### config.mk
export PLATFORM = sky130hd
export DESIGN_NAME = ram_arbiter_flat
export DESIGN_NICKNAME = d
export VERILOG_FILES = /design/src/rtl/ram_arbiter_if.sv /design/src/rtl/ram_arbiter.sv /design/src/flat_wrapper.sv
export SDC_FILE = /design/constraint.sdc
export NUM_CORES = 1
export LEC_CHECK = 0
export CORE_MARGIN = 3
export CORE_UTILIZATION = 45
export DETAILED_ROUTE_END_ITERATION = 6
export PLACE_DENSITY_LB_ADDON = 0.12
export SYNTH_ARGS = -nofsm -noshare
export SYNTH_HDL_FRONTEND = slang
export SYNTH_SLANG_ARGS = --single-unit
### constraint.sdc
create_clock -name clk -period 3.9 [get_ports clk]
set_input_delay 0.585 -clock clk [delete_from_list [all_inputs] [get_ports clk]]
set_output_delay 0.585 -clock clk [all_outputs]
set_load 0.005 [all_outputs]
### src/rtl/ram_arbiter_if.sv
// ram_arbiter_if: one requester port of the shared-RAM arbiter
interface ram_arbiter_if;
  logic req;
  logic rw;
  logic [7:0] addr;
  logic [7:0] wdata;
  logic gnt;
  logic done;
  logic [7:0] rdata;
  modport master(output req, rw, addr, wdata, input gnt, done, rdata);
  modport slave(input req, rw, addr, wdata, output gnt, done, rdata);
endinterface

### src/rtl/ram_arbiter.sv
// ram_arbiter: round-robin core/io arbiter running setup, chip-select and done phases on a shared RAM
module ram_arbiter #(
  parameter int CS_CYCLES = 2
) (
  input  logic             clk,
  input  logic             rst_n,
  ram_arbiter_if.slave     core,
  ram_arbiter_if.slave     io,
  output logic             ram_cs,
  output logic             ram_rw,
  output logic [7:0]       ram_addr,
  output logic [7:0]       ram_data_in,
  input  logic [7:0]       ram_data_out,
  output logic             busy
);
  typedef enum logic [1:0] {IDLE, SETUP, ACCESS, DONE} state_t;
  state_t state, state_nx;
  logic last;
  logic win_io;
  logic start;
  logic last_acc;
  logic act;
  logic [3:0] cnt;
  logic rw_q;
  logic [7:0] addr_q;
  logic [7:0] wdata_q;
  logic [7:0] core_rdata;
  logic [7:0] io_rdata;
  // last = 1 means io was served most recently, so core wins a tie
  assign win_io = io.req & (~core.req | ~last);
  assign start = state == IDLE && (core.req || io.req);
  assign last_acc = state == ACCESS && cnt == 4'(CS_CYCLES - 1);
  assign act = state != IDLE;
  always_ff @(posedge clk or negedge rst_n)
    if (!rst_n) state <= IDLE;
    else state <= state_nx;
  always_comb begin
    state_nx = state;
    state_nx = state == IDLE   ? (start ? SETUP : IDLE) :
               state == SETUP  ? ACCESS :
               state == ACCESS ? (last_acc ? DONE : ACCESS) : IDLE;
  end
  always_ff @(posedge clk or negedge rst_n)
    if (!rst_n) begin
      last       <= 1'b1;
      cnt        <= 4'd0;
      rw_q       <= 1'b0;
      addr_q     <= 8'd0;
      wdata_q    <= 8'd0;
      core_rdata <= 8'd0;
      io_rdata   <= 8'd0;
    end else begin
      if (start) begin
        last    <= win_io;
        rw_q    <= win_io ? io.rw : core.rw;
        addr_q  <= win_io ? io.addr : core.addr;
        wdata_q <= win_io ? io.wdata : core.wdata;
      end
      cnt <= state == ACCESS ? cnt + 4'd1 : 4'd0;
      if (last_acc && rw_q && last) io_rdata <= ram_data_out;
      if (last_acc && rw_q && !last) core_rdata <= ram_data_out;
    end
  assign ram_cs      = state == ACCESS;
  assign ram_rw      = act & rw_q;
  assign ram_addr    = act ? addr_q : 8'd0;
  assign ram_data_in = act ? wdata_q : 8'd0;
  assign busy        = act;
  assign core.gnt    = act & ~last;
  assign io.gnt      = act & last;
  assign core.done   = state == DONE && !last;
  assign io.done     = state == DONE && last;
  assign core.rdata  = core_rdata;
  assign io.rdata    = io_rdata;
endmodule

### src/flat_wrapper.sv
// flat-port wrapper written by rule: the top's interface ports become plain ports
module ram_arbiter_flat 
#(
  parameter int CS_CYCLES = 2
)
  (clk, rst_n, ram_cs, ram_rw, ram_addr, ram_data_in, ram_data_out, busy, core_req, core_rw, core_addr, core_wdata, core_gnt, core_done, core_rdata, io_req, io_rw, io_addr, io_wdata, io_gnt, io_done, io_rdata);
  ram_arbiter_if core_i ();
  ram_arbiter_if io_i ();
  input  logic clk;
  input  logic rst_n;
  output logic ram_cs;
  output logic ram_rw;
  output logic [7:0] ram_addr;
  output logic [7:0] ram_data_in;
  input  logic [7:0] ram_data_out;
  output logic busy;
  input wire logic [$bits(core_i.req)-1:0] core_req;
  input wire logic [$bits(core_i.rw)-1:0] core_rw;
  input wire logic [$bits(core_i.addr)-1:0] core_addr;
  input wire logic [$bits(core_i.wdata)-1:0] core_wdata;
  output wire logic [$bits(core_i.gnt)-1:0] core_gnt;
  output wire logic [$bits(core_i.done)-1:0] core_done;
  output wire logic [$bits(core_i.rdata)-1:0] core_rdata;
  input wire logic [$bits(io_i.req)-1:0] io_req;
  input wire logic [$bits(io_i.rw)-1:0] io_rw;
  input wire logic [$bits(io_i.addr)-1:0] io_addr;
  input wire logic [$bits(io_i.wdata)-1:0] io_wdata;
  output wire logic [$bits(io_i.gnt)-1:0] io_gnt;
  output wire logic [$bits(io_i.done)-1:0] io_done;
  output wire logic [$bits(io_i.rdata)-1:0] io_rdata;
  assign core_i.req = core_req;
  assign core_i.rw = core_rw;
  assign core_i.addr = core_addr;
  assign core_i.wdata = core_wdata;
  assign core_gnt = core_i.gnt;
  assign core_done = core_i.done;
  assign core_rdata = core_i.rdata;
  assign io_i.req = io_req;
  assign io_i.rw = io_rw;
  assign io_i.addr = io_addr;
  assign io_i.wdata = io_wdata;
  assign io_gnt = io_i.gnt;
  assign io_done = io_i.done;
  assign io_rdata = io_i.rdata;
  ram_arbiter #(.CS_CYCLES(CS_CYCLES)) u_core (.clk(clk), .rst_n(rst_n), .core(core_i), .io(io_i), .ram_cs(ram_cs), .ram_rw(ram_rw), .ram_addr(ram_addr), .ram_data_in(ram_data_in), .ram_data_out(ram_data_out), .busy(busy));
endmodule
# Yosys cells after proc, flatten, opt, wreduce, memory -nomap -nowiden
# Index checks and enable logic that the tools add are counted.
# word_totals
regBits,40
latch_bits,0
ram_bits,0
mem_bits_ro,0
inputBits,46
out_inout_bits,39
word_cells,42
memories,0
# op_classes
n_addsub,1
multipliers,0
div,0
order_cmp,0
eq_ne,4
shifts,0
muxes,11
n_bitwise,7
n_reduce_logical,11
# op_table
op,count
$mux 8,4
$logic_and 1x1->1,7
$mux 2,3
$add 4x1->4 const B,1
$and 1x1->1,4
$eq 2x2->1 const B,2
$eq 4x1->1 const B,1
$mux 4,1
$mux 1,3
$eq 2x1->1 const B,1
$logic_not 2->1,1
$not 1->1,2
$reduce_bool 2->1,1
$logic_not 1->1,1
$logic_or 1x1->1,1
$or 1x1->1,1

# Depth between registers and ports, before layout
# logic_depth
word_depth,6
ltp_mapped,7
mapped_depth_nobuf,5

# Worst setup path before layout
# OpenSTA, ideal clock, no wires.
# synth_timing
path_kind,register to register
startpoint,register u_core.state[0]
endpoint,register u_core.io_rdata[0] (netlist: u_core.io.rdata[0])
setup_ns,0.125
arrival_ns,1.542
required_ns,3.775
path_slack_ns,2.233
stages_incl_launch_ff,7
n_path_buf,1
synth_period_minus_slack_ns,1.667
path_cell_list,dfrtp_1 inv_1 ha_1 and4bb_4 and3_4 buf_12 mux2_4
# synth_via
elab_chain_cells,4
# synth_rtl
element,line_no,source
start: declaration,ram_arbiter.sv:17,"state_t state, state_nx;"
start signal: assignment,ram_arbiter.sv:36,else state <= state_nx;
$eq 2x2->1,-,
via ram_cs,flat_wrapper.sv:11,output logic ram_cs;
$logic_and 1x1->1,ram_arbiter.sv:32,assign last_acc = state == ACCESS && cnt == 4'(CS_CYCLES - 1);
$logic_and 1x1->1 (2 in series),ram_arbiter.sv:60,if (last_acc && rw_q && last) io_rdata <= ram_data_out;
end signal: assignment,ram_arbiter.sv:60,
end: declaration,ram_arbiter.sv:28,logic [7:0] io_rdata;
# The timed path passes the listed nets, and every way through them passes these cells.
# A chain may end at the register's enable or synchronous reset.

# Final worst setup path
# layout_timing
startpoint,register u_core.state[0]
endpoint,output ram_data_in[2]
# layout_via
elab_chain_cells,2
# layout_rtl
element,line_no,source
$reduce_bool 2->1,ram_arbiter.sv:33,assign act = state != IDLE;
$mux 8,ram_arbiter.sv:66,assign ram_data_in = act ? wdata_q : 8'd0;
end: declaration,flat_wrapper.sv:14,output logic [7:0] ram_data_in;
# No other way between the ends.

==> results.sh <==
export IMPL_outcome="completed"
export IMPL_synth_seq_cells=40
export IMPL_p_int_mw=1.456
export IMPL_yosys_area_top_type="dfrtp_1"
export IMPL_end_kind="primary output"
export IMPL_worstPathMaxFanout=24
export IMPL_io_buffers=84
export IMPL_area_delta_synth_final_pct=46.90
export IMPL_cts_buffers=5
export IMPL_coreArea_um2=4086
export IMPL_rsz0062_at_grt="false"
export IMPL_nNetsFinal=315
export IMPL_syn_num_nets=235
export IMPL_antenna_found_initial=0
export IMPL_place_gp_congestion=0.7308
export IMPL_first_iter_violations=75
export IMPL_yosysSeqAreaShare_pct=51.25
export IMPL_dp_cells=306
export IMPL_cts_root_buffer="clkbuf_8"
export IMPL_finalPower_mw=2.112
export IMPL_hold_path_class="in2async"
export IMPL_nFillCells=335
export IMPL_wl_um=4222
export IMPL_htreeDepth=2
export IMPL_synthFlopType="dfrtp_1"
export IMPL_clkPwrFrac_pct=13.3
export IMPL_drt_wirelength_per_cell_um=13.45
export IMPL_ant_nets=0
export IMPL_netlist_area_um2=1956
export IMPL_post_cts_setup_buffer_count=0
export IMPL_clock_sinks=40
export IMPL_synth_area_per_cell_um2=10.69
export IMPL_rows=23
export IMPL_fmax_mhz=372.6
export IMPL_fp_dieW_um=71.92
export IMPL_final_common_cell="clkdlybuf4s50_1"
export IMPL_cts_resized=0
export IMPL_die_h_um=71.92
export IMPL_via_per_inst=4.889
export IMPL_vias=1535
export IMPL_reg2reg_from="u_core.state[0]$_DFF_PN0_"
export IMPL_critical_path_class="reg2out"
export IMPL_grt_ovfl_total=0
export IMPL_max_slew_margin_pct=29.31
export IMPL_peakVddDrop_mv=0.3111
export IMPL_combPwrFrac_pct=51.9
export IMPL_drive_above_1_share_pct=11.36
export IMPL_switching_power_uw=656.2
export IMPL_synth_compound_area_share_pct=8.317
export IMPL_yosys_area_top_type_share_pct=49.90
export IMPL_grt_max_degree=41
export IMPL_synthAdderAreaFrac_pct=3.839
export IMPL_r2r_slack_ps=1420
export IMPL_drc=0
export IMPL_synthCells=183
export IMPL_ff2ff_path_depth=4
export IMPL_finalHoldViolCount=0
export IMPL_grt_usage_pct=17.05
export IMPL_clock_latency_ps=280
export IMPL_num_io_pins=85
export IMPL_initial_utilization_pct=47.86
export IMPL_first_global_vias=1553
export IMPL_antenna_cells=0
export IMPL_synthSimpleGateAreaFrac_pct=20.54
export IMPL_drtPass1Iterations=4
export IMPL_cts_tree="yes"
export IMPL_grt_pass1_wl_um=6893
export IMPL_power_density_nw_per_um2=735.2
export IMPL_synth_xor_area_share_pct=0.8957
export IMPL_die_area_um2=5172
export IMPL_fin_cells=314
export IMPL_ys_warn_count=0
export IMPL_path_clk_slew_ps=70
export IMPL_synth_top_family_by_area="simple AND/OR/NAND/NOR gates"
export IMPL_startpoint_type="flop"
export IMPL_max_cap_violations=0
export IMPL_seqPwrFrac_pct=34.9
export IMPL_maxSlewViolCount=0
export IMPL_period_needed_ps=2684
export IMPL_dp_hpwl_um=3047
export IMPL_setup_viol=0
export IMPL_final_cell_mix="clkdlybuf4s50_1, dfrtp_1, nand2_1"
export IMPL_postCtsHoldBufs=0
export IMPL_setup_tns_ps=0
export IMPL_switching_share_pct=31.07
export IMPL_ys_async_sr_fraction_pct=100.0
export IMPL_fin_worst_skew_ps=3.033
export IMPL_ys_top_cells_by_area="dfrtp_1, nor2b_1, nand2_1, mux2_4, a31oi_1"
export IMPL_final_period_utilization_pct=68.83
export IMPL_p_leak_nw=1.239
export IMPL_synthMuxAreaShare_pct=10.75
export IMPL_cts_max_path_buffers=2
export IMPL_yosys_cell_types_count=26
export IMPL_rr_endpoint="u_core.wdata_q[1]$_DFFE_PN0P_"
export IMPL_tightestPinTransition_ps=1060
export IMPL_arrival_ps=2100
export IMPL_hold_slack_ps=415.6
export IMPL_synth_edf_count=0
export IMPL_critPathRequiredTime_ps=3310
registers in the layout (all words and copies together) (netlist names):
name               count
u_core.addr_q          8
u_core.core.rdata      8
u_core.io.rdata        8
u_core.wdata_q         8
u_core.cnt             4
u_core.state           2
u_core.last            1
u_core.rw_q            1
critical path, stage by stage (launching register included):
cell             delay, ps
dfrtp_1                410
inv_1                  100
ha_1                   690
nor2b_1                110
clkdlybuf4s50_1        510
metal layers:
layer	vias up	track usage (%)	share of wire, %
met5	-	0	0
met4	0	6.263	1.6
met3	9	5.817	7.3
met2	55	29.49	50
met1	706	19.53	41
li1	765	-	-
worst max path at each step:
stage,depth (start not counted),slack (ps),from,endpoint
2_1_floorplan,6,2230,u_core.state[0]$_DFF_PN0_,u_core.io.rdata[0]$_DFFE_PN0P_
3_3_place_gp,4,1460,u_core.state[0]$_DFF_PN0_,u_core.addr_q[4]$_DFFE_PN0P_
3_5_place_dp,4,1370,u_core.state[0]$_DFF_PN0_,u_core.wdata_q[1]$_DFFE_PN0P_
4_1_cts,4,1180,u_core.state[0]$_DFF_PN0_,ram_data_in[4]
5_1_grt,4,1040,u_core.state[0]$_DFF_PN0_,ram_data_in[2]
6_report,4,1220,u_core.state[0]$_DFF_PN0_,ram_data_in[2]
cell families (layout without fill, tap and decap cells):
| group | after synthesis | after routing |
|---|---|---|
| and+or+nand+nor | 81 | 81 |
| DFF | 40 | 40 |
| AOI/OAI and AO/OA | 23 | 23 |
| muxes | 16 | 16 |
| buffers and inverters | 15 | 96 |
| adders and majority gates | 6 | 6 |
| xor gates and xnor gates | 2 | 2 |
cell type report:
cell class                      count  area, µm²  area share (%)
Clock buffer                        8      90.09           3.136
Inverter                            4      15.01          0.5226
Multi-Input combinational cell    128      867.1           30.18
Sequential cell                    40       1002           34.89
Tap cell                           50      62.56           2.178
Timing Repair Buffer               84      835.8           29.09
stage by stage:
stage | cell area [µm²] | util [%] | worst slack (ps)
final | 2873 | 70.30 | 1216
after global routing | 2873 | 70.30 | 1036
after CTS | 2873 | 70.30 | 1180
after global placement | 2783 | 68.10 | 1461
after floorplan | 1956 | - | 2233
after detailed placement | 2783 | 68.10 | 1375
power by group through the flow:
| stage | logic, mW | registers (mW) | clock network (mW) |
|---|---|---|---|
| 2_1_floorplan | 0.548 | 0.719 | 0 |
| 3_3_place_gp | 1.09 | 0.739 | 0 |
| 3_5_place_dp | 1.11 | 0.748 | 0 |
| 4_1_cts | 1.12 | 0.740 | 0.289 |
| 5_1_grt | 1.21 | 0.766 | 0.302 |
| 6_report | 1.10 | 0.736 | 0.280 |
synthesized netlist by cell type (2+ instances only):
master / number
dfrtp_1: 39
nor2b_1: 21
nand2_1: 34
nor2_1: 19
inv_1: 4
and2_1: 3
clkbuf_1: 3
ha_1: 6
mux2_2: 8
a31oi_1: 18
mux2_4: 8
buf_4: 2
buf_2: 5
Note: power is estimated with default switching activity, not from simulation.
